### src/rtl/ack_bus_pkg.sv
// Shared definitions for the acknowledge-bus requester: bus source IDs, idle ID, FSM encoding.
package ack_bus_pkg;

    localparam int unsigned ID_W  = 2;
    localparam int unsigned CNT_W = 3;

    localparam logic [ID_W-1:0] SRC_MEM     = 2'b00;
    localparam logic [ID_W-1:0] SRC_SHA     = 2'b01;
    localparam logic [ID_W-1:0] SRC_AES     = 2'b10;
    localparam logic [ID_W-1:0] SRC_CTRL    = 2'b11;
    localparam logic [ID_W-1:0] ACK_ID_IDLE = 2'b11;

    typedef enum logic [1:0] {
        ST_IDLE = 2'b00,
        ST_REQ  = 2'b01,
        ST_GAP  = 2'b10
    } req_state_e;

endpackage

### src/rtl/ack_timeout_ctr.sv
// Counts consecutive REQ cycles; flags expiry on the last allowed cycle so the owner can abandon the ack.
module ack_timeout_ctr
    import ack_bus_pkg::*;
#(
    parameter int unsigned TIMEOUT_CYCLES = 255
) (
    input  logic clk,
    input  logic rst,
    input  logic active,
    output logic expired_c
);

    localparam int unsigned CW = $clog2(TIMEOUT_CYCLES + 1);

    logic [CW-1:0] cnt;

    // Held at zero outside REQ, so every REQ entry starts a fresh count
    always_ff @(posedge clk or posedge rst) begin
        if (rst) begin
            cnt <= '0;
        end else if (!active) begin
            cnt <= '0;
        end else if (!expired_c) begin
            cnt <= cnt + CW'(1);
        end
    end

    assign expired_c = active && (cnt == CW'(TIMEOUT_CYCLES - 1));

endmodule

### src/rtl/ack_bus_requester.sv
// Queues completed-transaction acks and requests the shared ack bus, one ack per grant.
// Optional REQ-state timeout is enabled by defining ACK_REQ_TIMEOUT_EN.
module ack_bus_requester
    import ack_bus_pkg::*;
#(
    parameter logic [1:0]  SOURCE_ID      = SRC_MEM,
    parameter int unsigned DEPTH          = 2,
    parameter int unsigned TIMEOUT_CYCLES = 255
) (
    input  logic             clk,
    input  logic             rst,
    input  logic             ack_in_valid,
    output logic             ack_in_ready,
    output logic             req,
    output logic             ack_valid_n_o,
    output logic [ID_W-1:0]  ack_id_o,
    input  logic             ack_ready,
    input  logic [ID_W-1:0]  winner_source_id,
    output logic             ack_done,
    output logic [CNT_W-1:0] pending_count,
    output logic             timeout_err
);

    if (DEPTH < 1 || DEPTH > 7 || TIMEOUT_CYCLES == 0) begin : g_param_chk
        $error("ack_bus_requester: DEPTH must be 1..7 and TIMEOUT_CYCLES nonzero");
    end

    req_state_e       state;
    req_state_e       state_next;
    logic [CNT_W-1:0] count_next;
    logic             push;
    logic             grant;
    logic             expire;
    logic             pop;

    assign push  = ack_in_valid && ack_in_ready;
    assign grant = (state == ST_REQ) && ack_ready && (winner_source_id == SOURCE_ID);
    assign pop   = grant || expire;

`ifdef ACK_REQ_TIMEOUT_EN
    logic tmo_c;

    ack_timeout_ctr #(
        .TIMEOUT_CYCLES(TIMEOUT_CYCLES)
    ) u_timeout (
        .clk       (clk),
        .rst       (rst),
        .active    (state == ST_REQ),
        .expired_c (tmo_c)
    );

    // A grant on the expiry cycle wins; the ack is delivered, not abandoned
    assign expire = tmo_c && !grant;

    always_ff @(posedge clk or posedge rst) begin
        if (rst) begin
            timeout_err <= 1'b0;
        end else begin
            timeout_err <= expire;
        end
    end
`else
    assign expire      = 1'b0;
    assign timeout_err = 1'b0;
`endif

    // Pending count: push and pop on the same edge cancel
    always_comb begin
        count_next = pending_count;
        if (push && !pop) begin
            count_next = pending_count + CNT_W'(1);
        end else if (pop && !push) begin
            count_next = pending_count - CNT_W'(1);
        end
    end

    always_comb begin
        state_next = state;
        case (state)
            ST_IDLE: if (pending_count != '0) state_next = ST_REQ;
            ST_REQ:  if (pop) state_next = ST_GAP;
            ST_GAP:  state_next = (pending_count != '0) ? ST_REQ : ST_IDLE;
            default: state_next = ST_IDLE;
        endcase
    end

    // State plus registered bus outputs decoded from the upcoming state
    always_ff @(posedge clk or posedge rst) begin
        if (rst) begin
            state         <= ST_IDLE;
            pending_count <= '0;
            ack_in_ready  <= 1'b1;
            req           <= 1'b0;
            ack_valid_n_o <= 1'b1;
            ack_id_o      <= ACK_ID_IDLE;
            ack_done      <= 1'b0;
        end else begin
            state         <= state_next;
            pending_count <= count_next;
            ack_in_ready  <= (count_next < CNT_W'(DEPTH));
            ack_done      <= grant;
            req           <= (state_next == ST_REQ);
            ack_valid_n_o <= (state_next != ST_REQ);
            ack_id_o      <= (state_next == ST_REQ) ? SOURCE_ID : ACK_ID_IDLE;
        end
    end

endmodule
### config.mk
export PLATFORM = sky130hd
export DESIGN_NAME = ack_bus_requester
export DESIGN_NICKNAME = d
export VERILOG_FILES = /design/src/rtl/ack_bus_pkg.sv /design/src/rtl/ack_timeout_ctr.sv /design/src/rtl/ack_bus_requester.sv
export SDC_FILE = /design/constraint.sdc
export NUM_CORES = 1
export LEC_CHECK = 0
export ABC_CLOCK_PERIOD_IN_PS = 1500
export BUFFER_PORTS_ARGS = -buffer_cell sky130_fd_sc_hd__buf_2
export CELL_PAD_IN_SITES_DETAIL_PLACEMENT = 1
export CELL_PAD_IN_SITES_GLOBAL_PLACEMENT = 2
export CORE_UTILIZATION = 25
export DETAILED_ROUTE_END_ITERATION = 12
export GPL_ROUTABILITY_DRIVEN = 0
export PLACE_DENSITY = 0.74
export SLEW_MARGIN = 20
export SYNTH_ARGS = -nofsm -noshare
export SYNTH_HDL_FRONTEND = slang
export SYNTH_SLANG_ARGS = --single-unit
### constraint.sdc
create_clock -name clk -period 1.5 [get_ports clk]
set_clock_uncertainty 0.1 [all_clocks]
set_input_delay 0.3 -clock clk [delete_from_list [all_inputs] [get_ports clk]]
set_output_delay 0.3 -clock clk [all_outputs]
set_load 0.03 [all_outputs]
# After elaboration in Yosys (flattened, before gate mapping)
# Index checks and enable logic that the tools add are counted.
# totals
reg_bits	11
latch_bits	0
mem_bits_rw	0
mem_bits_ro	0
in_bits	6
output_inout_bits	10
word_cells	31
n_memories	0
# op_classes
n_addsub	2
n_mul	0
div_mod_pow	0
order_cmp	1
n_eq_ne	4
shifts	0
n_mux	7
n_bitwise	0
n_reduce_logical	10
# ops
cell	n
$mux W2	3
$mux W3	2
$pmux W2 S3	1
$logic_and A1 B1 Y1	5
$eq A2 B1 Y1 const B	2
$logic_not A2 Y1	2
$add A3 B1 Y3 const B	1
$lt A3 B2 Y1 const B	1
$reduce_bool A3 Y1	1
$sub A3 B1 Y3 const B	1
$eq A2 B2 Y1 const B	1
$logic_not A1 Y1	2
$ne A2 B1 Y1 const B	1
$mux W1	1

# Depth between registers and ports, before layout
# Gate-level depths: netlist (run 1).
# logic_depth
word_depth	7
mapped_depth	7
mapped_depth_nobuf	7

# Worst setup path before layout (run 1)
# No wires, ideal clock.
# synth_timing
path_type	input to register
from	input winner_source_id[1]
to	register ack_in_ready
setup_time_ns	0.085
arrival_time_ns	1.473
required_ns	1.315
slack_ns	-0.158
cell_stages	7
n_path_buf	0
path_cell_list	nor3b_2 and3b_1 inv_2 ha_1 and3_2 a211oi_2 nor2_1
# synth_via
elab_chain_cells	6
elab_cells_between_ends	8
cone_classes	order compare: 1; mux: 2; reduce/logical: 5
# synth_lines
item	line_no	source
from (decl)	ack_bus_requester.sv:18	input logic [ID_W-1:0] winner_source_id,
$logic_not A2 Y1 *	ack_bus_requester.sv:37	assign grant = (state == ST_REQ) && ack_ready && (winner_source_id == SOURCE_ID);
$logic_and A1 B1 Y1 *	ack_bus_requester.sv:37	
named net grant	ack_bus_requester.sv:32	logic grant;
$logic_and A1 B1 Y1 / $logic_not A1 Y1 (equally long branches)	ack_bus_requester.sv:72, ack_bus_requester.sv:70	
$mux W3 / $logic_and A1 B1 Y1 (equally long branches)	ack_bus_requester.sv:72, ack_bus_requester.sv:70	
$mux W3 *	ack_bus_requester.sv:70	if (push && !pop) begin
named net count_next[2]	ack_bus_requester.sv:30	logic [CNT_W-1:0] count_next;
$lt A3 B2 Y1 *	ack_bus_requester.sv:100	ack_in_ready <= (count_next < CNT_W'(DEPTH));
to (signal assigned)	ack_bus_requester.sv:100	
to (decl)	ack_bus_requester.sv:13	output logic ack_in_ready,
# The timed path passes the listed nets; every way through them passes the cells marked *.

# Worst setup path in the final report (run 1)
# layout_timing
from	register state[0]
to	register ack_in_ready
# layout_via
elab_chain_cells	7
elab_cells_between_ends	9
cone_classes	order compare: 1; eq/ne: 1; mux: 2; reduce/logical: 5
# layout_lines
item	line_no	source
from (decl)	ack_bus_requester.sv:28	req_state_e state;
from (signal assigned)	ack_bus_requester.sv:98	state <= state_next;
$eq A2 B1 Y1 *	ack_bus_requester.sv:37	
$logic_and A1 B1 Y1 * (2 in a row)	ack_bus_requester.sv:37	
named net grant	ack_bus_requester.sv:32	
$logic_and A1 B1 Y1 / $logic_not A1 Y1 (equally long branches)	ack_bus_requester.sv:72, ack_bus_requester.sv:70	
$mux W3 / $logic_and A1 B1 Y1 (equally long branches)	ack_bus_requester.sv:72, ack_bus_requester.sv:70	
$mux W3 *	ack_bus_requester.sv:70	
named net count_next[1]	ack_bus_requester.sv:30	
$lt A3 B2 Y1 *	ack_bus_requester.sv:100	
# Marked as above.

==> summary.txt, run 1 <==
Die
  – Die area: 2120 µm²
  – Starting Density: approximately 27%
  – Std cell rows: 15
  – Core area: 1760 µm²
  – Top-level port count: 16
  – Chip Height: between 40 and 50 µm
  – DIE WIDTH: 46.0 µm

Status
  – Failing checks: negative setup slack
  – Outcome: finished with violations

Route
  – # DRC: 0
  – Drt total wl: 1120 µm
  – Routed WL per cell: approximately 12 µm
  – 1st-iter DRT viols: 4
  – Vias: 404
  – Post-route ant nets: 0
  – DRT Pass-1 Iters: 2
  – Vias per cell: 4.30

Worst hold path
  – Min-delay worst type: in2reg
  – Hold endpoint: ack_done
  – Beginning of the worst hold path: winner_source_id[1]
  – Hold path cells: 3

Clock network
  – Root buffer cell: clkbuf_4
  – Clk buf depth: 2
  – Num Clock Sinks: 9
  – Worst skew pair latency: 0.27 ns
  – CTS Buf Count: 3
  – CTS tree: done
  – Htree depth: 1
  – CTS clk-pin slew, worst paths: 0.08 ns

Final layout
  – Fillers: between 200 and 250
  – Total Nets Final: 81
  – Final instance area: 712 µm²
  – Commonest cells after routing, fill and taps aside: buf_2, dfrtp_1, buf_4
  – Layout cells sized above 1: between 50% and 60%
  – Commonest non-fill, non-tap cell in the layout: buf_2
  – Area Growth Syn to Fin: 47.0%
  – ANT cells: 0

Worst setup path
  – CP max-delay cell: dfrtp_1
  – Required time worst endpoint: 1.59 ns
  – Setup crit end kind: flip-flop
  – Worst Setup SP: state[0]
  – Capturing point of the worst reg2reg path: ack_in_ready
  – CP cell instances: and3b_2 -> buf_6 -> ha_4 -> and2_4 -> o31ai_4 -> nor2_1
  – Worst path bufs/invs: 1
  – Crit path largest cell delay: 0.40 ns
  – Startpoint types: flip-flop
  – Arr. time, crit path: 1.63 ns
  – Worst r2r src: state[0]
  – Flop-to-flop setup slack: -0.04 ns
  – Max Fanout on Critical Path: 5
  – CP top delay family: simple AND/OR/NAND/NOR gates
  – CP Depth: 6
  – Reg2Reg Depth: 6
  – Critical path type: reg2reg

Flow run
  – Max_cap viols: 0

Global routing
  – Overflow after GRT: 0
  – Total track usage: 11.9%
  – Antenna violations before repair: 0
  – Vias in the first global route: a little under 400
  – First-pass GRT wire length: 1650 µm
  – Largest net degree at the start of global routing: 10

Yosys
  – Synthesized area: 484 µm²
  – Cells after Synth: 46
  – Share of Yosys cell area claimed by the top area cell type: 36.2%
  – Mean area per synthesized cell: 10.5 µm²
  – Seq cells post-synth: 9
  – Top cells by area, synth: dfrtp_1, ha_1, dfstp_2
  – Ys Warns: 0
  – Syn Nets: 57
  – Synth unique cells: 22
  – Post-synth top area cell: dfrtp_1
  – Seq/Total Area, Yosys: 47.0%

STA
  – Final Max Slew Viols: 0
  – Max Fclk: 0.650 GHz
  – Final worst setup slack: -0.0380 ns
  – Unrepaired setup endpoints after global routing: yes
  – Final hold slack: 0.345 ns
  – Hold Violations, Final: 0
  – Fin crit share: 103%
  – Setup violators final: 1
  – Period minus WS final: 1.54 ns

Pwr
  – Sequential cell fraction of total power: 30.9%
  – Sw Pwr: around 0.64 mW
  – Maximum VDD drop: 0.544 mV
  – Combinational Power Share: 54.5%
  – Pint: 0.742 mW
  – Cell Pwr Density: 1940 nW/µm²
  – Overall power: 1.38 mW
  – Pleak: 0.360 nW
  – Clock share of power: 14.6%
  – Net Sw Frac: 46.4%

Place
  – # port buffers: 14
  – Pre-CTS setup slack: -0.209 ns
  – Detailed-placement wirelength estimate: 769 µm
  – Placed cell areas: 626 µm²
-- stage by stage --
| step | utilization, % | std cells | TNS [ns] |
|---|---|---|---|
| 2_1_floorplan | - | 46 | -0.130 |
| 3_3_place_gp | 35.5 | 85 | -0.484 |
| 4_1_cts | 39.5 | 92 | -0.0158 |
| 6_report | 40.4 | 94 | -0.0380 |
| 5_1_grt | 40.4 | 94 | -0.177 |
| 3_5_place_dp | 35.5 | 85 | -0.526 |
-- Yosys cell counts --
master	instances
buf_4	3
a21oi_1	1
nor2_1	3
a211oi_2	1
and2_1	2
inv_1	5
o22ai_1	2
nand3b_1	1
and3_2	1
inv_2	1
o21ai_0	1
conb_1	1
nand2b_1	1
nor2b_1	1
and3b_1	2
nand2_1	3
nor3b_2	1
dfstp_2	2
and4b_1	1
dfrtp_1	7
ha_1	5
o31ai_1	1
-- what timing repair did --
item,in CTS,in global routing
setup buffers,2,2
hold buffers,1,0
setup endpoints to repair,3,3
pin swaps,6,0
gates resized for setup,4,0
gates cloned,0,0
hold endpoints to repair,7,0
-- registers in the layout, indices dropped and copies added (netlist names) --
register       count
ack_done           1
ack_id_o           1
ack_in_ready       1
pending_count      3
req                1
state              2
-- layer usage --
| layer | global-route usage [%] | up-vias | wire [µm] |
|---|---|---|---|
| met5 | 0 | - | 0 |
| met4 | 10.6 | 0 | 39 |
| met3 | 1.19 | 5 | 31 |
| met2 | 19.7 | 13 | 545 |
| met1 | 13.3 | 192 | 504 |
| li1 | - | 194 | - |
-- logic make-up (layout without fill, tap and decap cells) --
kind of cell	Yosys count	after routing	share of synthesized area, %
AND/OR/NAND/NOR	16	16	21.2
other	1	1	0.774
buffers and inverters	9	32	9.30
flip-flops	9	9	47.0
AO/OA/AOI/OAI	6	6	8.78
adder cells (fa/ha/maj)	5	5	12.9
-- cell type report --
class                   count  area [µm²]  area share (%)
clock inverters             1        5.00           0.703
well taps                  25        31.3            4.39
flip-flops and latches      9         228            32.0
multi-input cells          28         267            37.4
repair buffers             22         136            19.2
inverters                   6        22.5            3.16
clock buffers               3        22.5            3.16
-- worst max path at each step --
stage | end | slack (ns)
3_3_place_gp | ack_in_ready | -0.19
5_1_grt | ack_in_ready | -0.11
6_report | ack_in_ready | -0.04
4_1_cts | ack_in_ready | -0.02
3_5_place_dp | ack_in_ready | -0.21
2_1_floorplan | ack_in_ready | -0.09
-- worst min-delay path, stage by stage --
cell,delay (ns)
buf_2,0.10
nor3b_4,0.04
and3b_2,0.23
-- power groups by stage --
stage | Sequential [mW] | Clock, mW | Combinational, mW
after detailed placement | 0.430 | 0 | 0.686
final | 0.428 | 0.201 | 0.754
after global placement | 0.427 | 0 | 0.679
after floorplan | 0.586 | 0 | 0.356
after CTS | 0.427 | 0.202 | 0.736
after global routing | 0.445 | 0.214 | 0.813
No activity file was read; power rests on OpenSTA's default activity.
==> inputs of run 2 (changes only) <==
- SKIP_CTS_REPAIR_TIMING: unset -> 1
==> summary.txt, run 2 (same netlist as run 1, synthesis figures left out) <==
Status
  – Outcome: finished with violations
  – Failing checks: negative setup slack

Global routing
  – Vias in the first global route: ~370
  – Antenna violations before repair: 0
  – First-pass GRT wire length: 1540 µm
  – Overflow after GRT: 0
  – Total track usage: 11.2%
  – Largest net degree at the start of global routing: 10

Worst setup path
  – Arr. time, crit path: approximately 1.6 ns
  – Max Fanout on Critical Path: 5
  – Required time worst endpoint: 1.59 ns
  – Setup crit end kind: flip-flop
  – Reg2Reg Depth: 6
  – Critical path type: reg2reg
  – Startpoint types: flip-flop

Clock network
  – Worst skew pair latency: around 0.26 ns
  – Htree depth: 1
  – CTS tree: done
  – Root buffer cell: clkbuf_4
  – Num Clock Sinks: 9
  – CTS Buf Count: 3
  – CTS clk-pin slew, worst paths: 0.07 ns
  – Clk buf depth: 2

STA
  – Final worst setup slack: -0.0481 ns
  – Final Max Slew Viols: 0
  – Max Fclk: about 0.65 GHz
  – Setup violators final: 1
  – Unrepaired setup endpoints after global routing: yes
  – Setup TNS: -0.0481 ns
  – Fin crit share: 103%
  – Period minus WS final: 1.55 ns
  – Final hold slack: 0.331 ns
  – Hold Violations, Final: 0

Place
  – Detailed-placement wirelength estimate: 769 µm
  – # port buffers: 14

Final layout
  – ANT cells: 0
  – Layout cells sized above 1: between 50% and 60%
  – Max reg flops: 3
  – Area Growth Syn to Fin: 39.3%
  – Fin util: 38.2%
  – Total Nets Final: between 70 and 80
  – Commonest cells after routing, fill and taps aside: buf_2, dfrtp_1, inv_1, buf_4
  – Commonest non-fill, non-tap cell in the layout: buf_2
  – Largest reg by FF count: pending_count
  – Top Registers: pending_count (3), state (2)

Worst hold path
  – Hold path cells: 3
  – Min-delay worst type: in2reg

Die
  – DIE WIDTH: 46.0 µm
  – Core area: ~1800 µm²
  – Chip Height: 46.0 µm
  – Top-level port count: 16
  – Std cell rows: 15
  – Starting Density: 27.4%
  – Die area: approximately 2100 µm²

Flow run
  – Max_cap viols: 0

Route
  – DRT Pass-1 Iters: 2
  – Post-route ant nets: 0
  – 1st-iter DRT viols: 2
  – # DRC: 0
  – Drt total wl: 1060 µm
  – Routed WL per cell: around 12 µm
  – Vias: approximately 390
  – Vias per cell: around 4.3

Pwr
  – Pleak: roughly 0.34 nW
  – Cell Pwr Density: 1980 nW/µm²
  – Overall power: 1.33 mW
  – Maximum VDD drop: 0.542 mV
[run 2: cell count changes in the layout (fill, tap and decap cells not counted), sizes merged]
| cell | change |
|---|---|
| buf | -3 |
[run 2: critical path: stages, from the launching register on]
cell	delay, ns
dfrtp_1	0.39
and3b_2	0.24
buf_4	0.14
ha_4	0.16
and2_1	0.14
o31ai_2	0.21
nor2_1	0.08
[run 2: cell type report]
type	count	area, µm²
Clock buffer	3	22.5
Clock inverter	1	5.00
Fill cell	222	1090
Inverter	6	22.5
Multi-Input combinational cell	28	255
Sequential cell	9	228
Tap cell	25	31.3
Timing Repair Buffer	19	110
[run 2: path summary, 6_finish.rpt]
check,startpoint,to,slack [ns]
worst max-delay path,state[0],ack_in_ready,-0.05
worst min-delay path,winner_source_id[1],ack_done,0.33
worst max register to register,state[0],ack_in_ready,-0.05
worst min register to register,pending_count[0],pending_count[0],0.46
max in group asynchronous,rst,ack_in_ready,0.54
min in group asynchronous,rst,pending_count[2],0.45
[run 2: where the power goes]
part / internal, mW / leakage (nW) / total [mW] / switching (mW)
sequential: 0.354 / 0.107 / 0.425 / 0.0709
combinational: 0.265 / 0.214 / 0.712 / 0.447
clock: 0.0985 / 0.0177 / 0.197 / 0.0987
total: 0.717 / 0.339 / 1.33 / 0.617
[run 2: metrics by stage]
stage / worst slack, ns / std cells / area (µm²)
detailed placement: -0.209 / 85 / 626
floorplan: -0.0907 / 46 / 524
CTS: -0.0936 / 89 / 653
global placement: -0.188 / 85 / 626
global route: -0.125 / 91 / 674
finish: -0.0481 / 91 / 674
[run 2: metal layers]
metal | vias to the layer above | routed length, µm | GRT usage (%)
li1 | 187 | - | -
met1 | 188 | 484 | 12.6
met2 | 10 | 526 | 18.0
met3 | 2 | 24 | 1.19
met4 | 0 | 19 | 10.6
met5 | - | 0 | 0
==> inputs of run 3 (changes only) <==
- CTS_BUF_LIST: unset -> sky130_fd_sc_hd__clkbuf_16
==> summary.txt, run 3 (same netlist as run 1, synthesis figures left out) <==
Die
  – Core area: approximately 1800 µm²
  – Die area: 2120 µm²
  – Starting Density: 27.4%
  – Chip Height: 46.0 µm
  – Std cell rows: 15
  – DIE WIDTH: 46.0 µm
  – Top-level port count: 16

Global routing
  – Global routing's busiest layer: met2
  – First-pass GRT wire length: between 1500 and 2000 µm
  – Overflow after GRT: 0
  – Total track usage: 12.2%
  – Met3 GRT Util: 1.19%
  – Vias in the first global route: 388
  – Global routing usage on met1: 13.8%
  – Met2 GRT Util: 20.0%
  – Antenna violations before repair: 0
  – Largest net degree at the start of global routing: 10

Clock network
  – Clk buf depth: 2
  – CTS tree: done
  – CTS clk-pin slew, worst paths: 0.04 ns
  – Num Clock Sinks: 9
  – Worst skew pair latency: 0.24 ns
  – CTS Buf Count: 3
  – Root buffer cell: clkbuf_16
  – Htree depth: 1

Worst setup path
  – Worst r2r src: state[0]
  – Capturing point of the worst reg2reg path: ack_in_ready
  – Max Fanout on Critical Path: 5
  – Critical path type: reg2reg
  – Required time worst endpoint: approximately 1.6 ns
  – Arr. time, crit path: ~1.6 ns
  – Flop-to-flop setup slack: -0.05 ns
  – Startpoint types: flip-flop
  – Reg2Reg Depth: 6
  – Setup crit end kind: flip-flop

Worst hold path
  – Hold endpoint: ack_done
  – Hold path cells: 3
  – Min-delay worst type: in2reg
  – Beginning of the worst hold path: winner_source_id[1]

Place
  – Pre-CTS setup slack: -0.209 ns
  – Placed cell areas: 626 µm²
  – Detailed-placement wirelength estimate: 769 µm
  – # port buffers: 14

Pwr
  – Sw Pwr: 0.659 mW
  – Cell Pwr Density: 2230 nW/µm²
  – Maximum VDD drop: 0.690 mV
  – Net Sw Frac: between 40% and 50%
  – Pint: 0.974 mW
  – Pleak: 0.366 nW
  – Clock share of power: between 20% and 30%
  – Sequential cell fraction of total power: 26.1%
  – Overall power: 1.63 mW
  – Combinational Power Share: 44.2%

STA
  – Final Max Slew Viols: 0
  – Fin crit share: 103%
  – Hold Violations, Final: 0
  – Period minus WS final: 1.55 ns
  – Setup violators final: 1
  – Final worst setup slack: -0.0484 ns
  – Max Fclk: 0.646 GHz
  – Unrepaired setup endpoints after global routing: yes

Route
  – Vias: 398
  – Drt total wl: 1120 µm
  – # DRC: 0
  – Vias per cell: 4.37
  – 1st-iter DRT viols: 7
  – DRT Pass-1 Iters: 2
  – Routed WL per cell: 12.4 µm
  – Post-route ant nets: 0

Final layout
  – Final instance area: ~730 µm²
  – Fillers: 211
  – Largest reg by FF count: pending_count
  – Commonest non-fill, non-tap cell in the layout: buf_2
  – Area Growth Syn to Fin: 51.2%
  – Max reg flops: 3
  – Layout cells sized above 1: 51.5%
  – Commonest cells after routing, fill and taps aside: buf_2, dfrtp_1, inv_1, buf_4
  – Fin util: 41.5%
  – ANT cells: 0
  – Top Registers: pending_count (3), state (2)
  – Total Nets Final: 78

Status
  – Failing checks: negative setup slack
  – Outcome: finished with violations

Flow run
  – Max_cap viols: 0
-- run 3: critical path, stage by stage, from the launching register on --
cell,delay [ns]
dfrtp_1,0.38
and3b_2,0.23
buf_4,0.14
ha_4,0.16
and4b_1,0.19
a211oi_2,0.19
nor2_1,0.07
-- run 3: stage by stage --
stage	cells	setup TNS, ns	hold WS [ns]
global route	91	-0.167	0.382
floorplan	46	-0.130	0.0265
detailed placement	85	-0.526	0.195
global placement	85	-0.484	0.181
finish	91	-0.0484	0.379
CTS	89	-0.202	-0.0603
-- run 3: layout make-up --
| type | instances | area (µm²) | share of cell area [%] |
|---|---|---|---|
| Clock buffer | 3 | 75.1 | 10.3 |
| Clock inverter | 1 | 5.00 | 0.684 |
| Inverter | 6 | 22.5 | 3.08 |
| Multi-Input combinational cell | 28 | 260 | 35.6 |
| Sequential cell | 9 | 228 | 31.1 |
| Tap cell | 25 | 31.3 | 4.27 |
| Timing Repair Buffer | 19 | 110 | 15.0 |
-- run 3: power groups by stage --
stage          Sequential (mW)  Clock, mW  Combinational [mW]
2_1_floorplan            0.586          0               0.356
3_3_place_gp             0.427          0               0.679
3_5_place_dp             0.430          0               0.686
4_1_cts                  0.430      0.489               0.699
5_1_grt                  0.444      0.505               0.777
6_report                 0.427      0.484               0.722
-- run 3: worst max-delay path by stage --
stage	slack (ns)	to	start
global route	-0.11	ack_in_ready	state[1]
detailed placement	-0.21	ack_in_ready	ack_ready
floorplan	-0.09	ack_in_ready	ack_in_ready
global placement	-0.19	ack_in_ready	winner_source_id[1]
finish	-0.05	ack_in_ready	state[0]
CTS	-0.13	ack_in_ready	state[0]
-- run 3: metal layers --
layer	up-vias	routed length (µm)
met1	196	512
met2	11	559
met5	-	0
met3	3	24
met4	0	27
li1	188	-
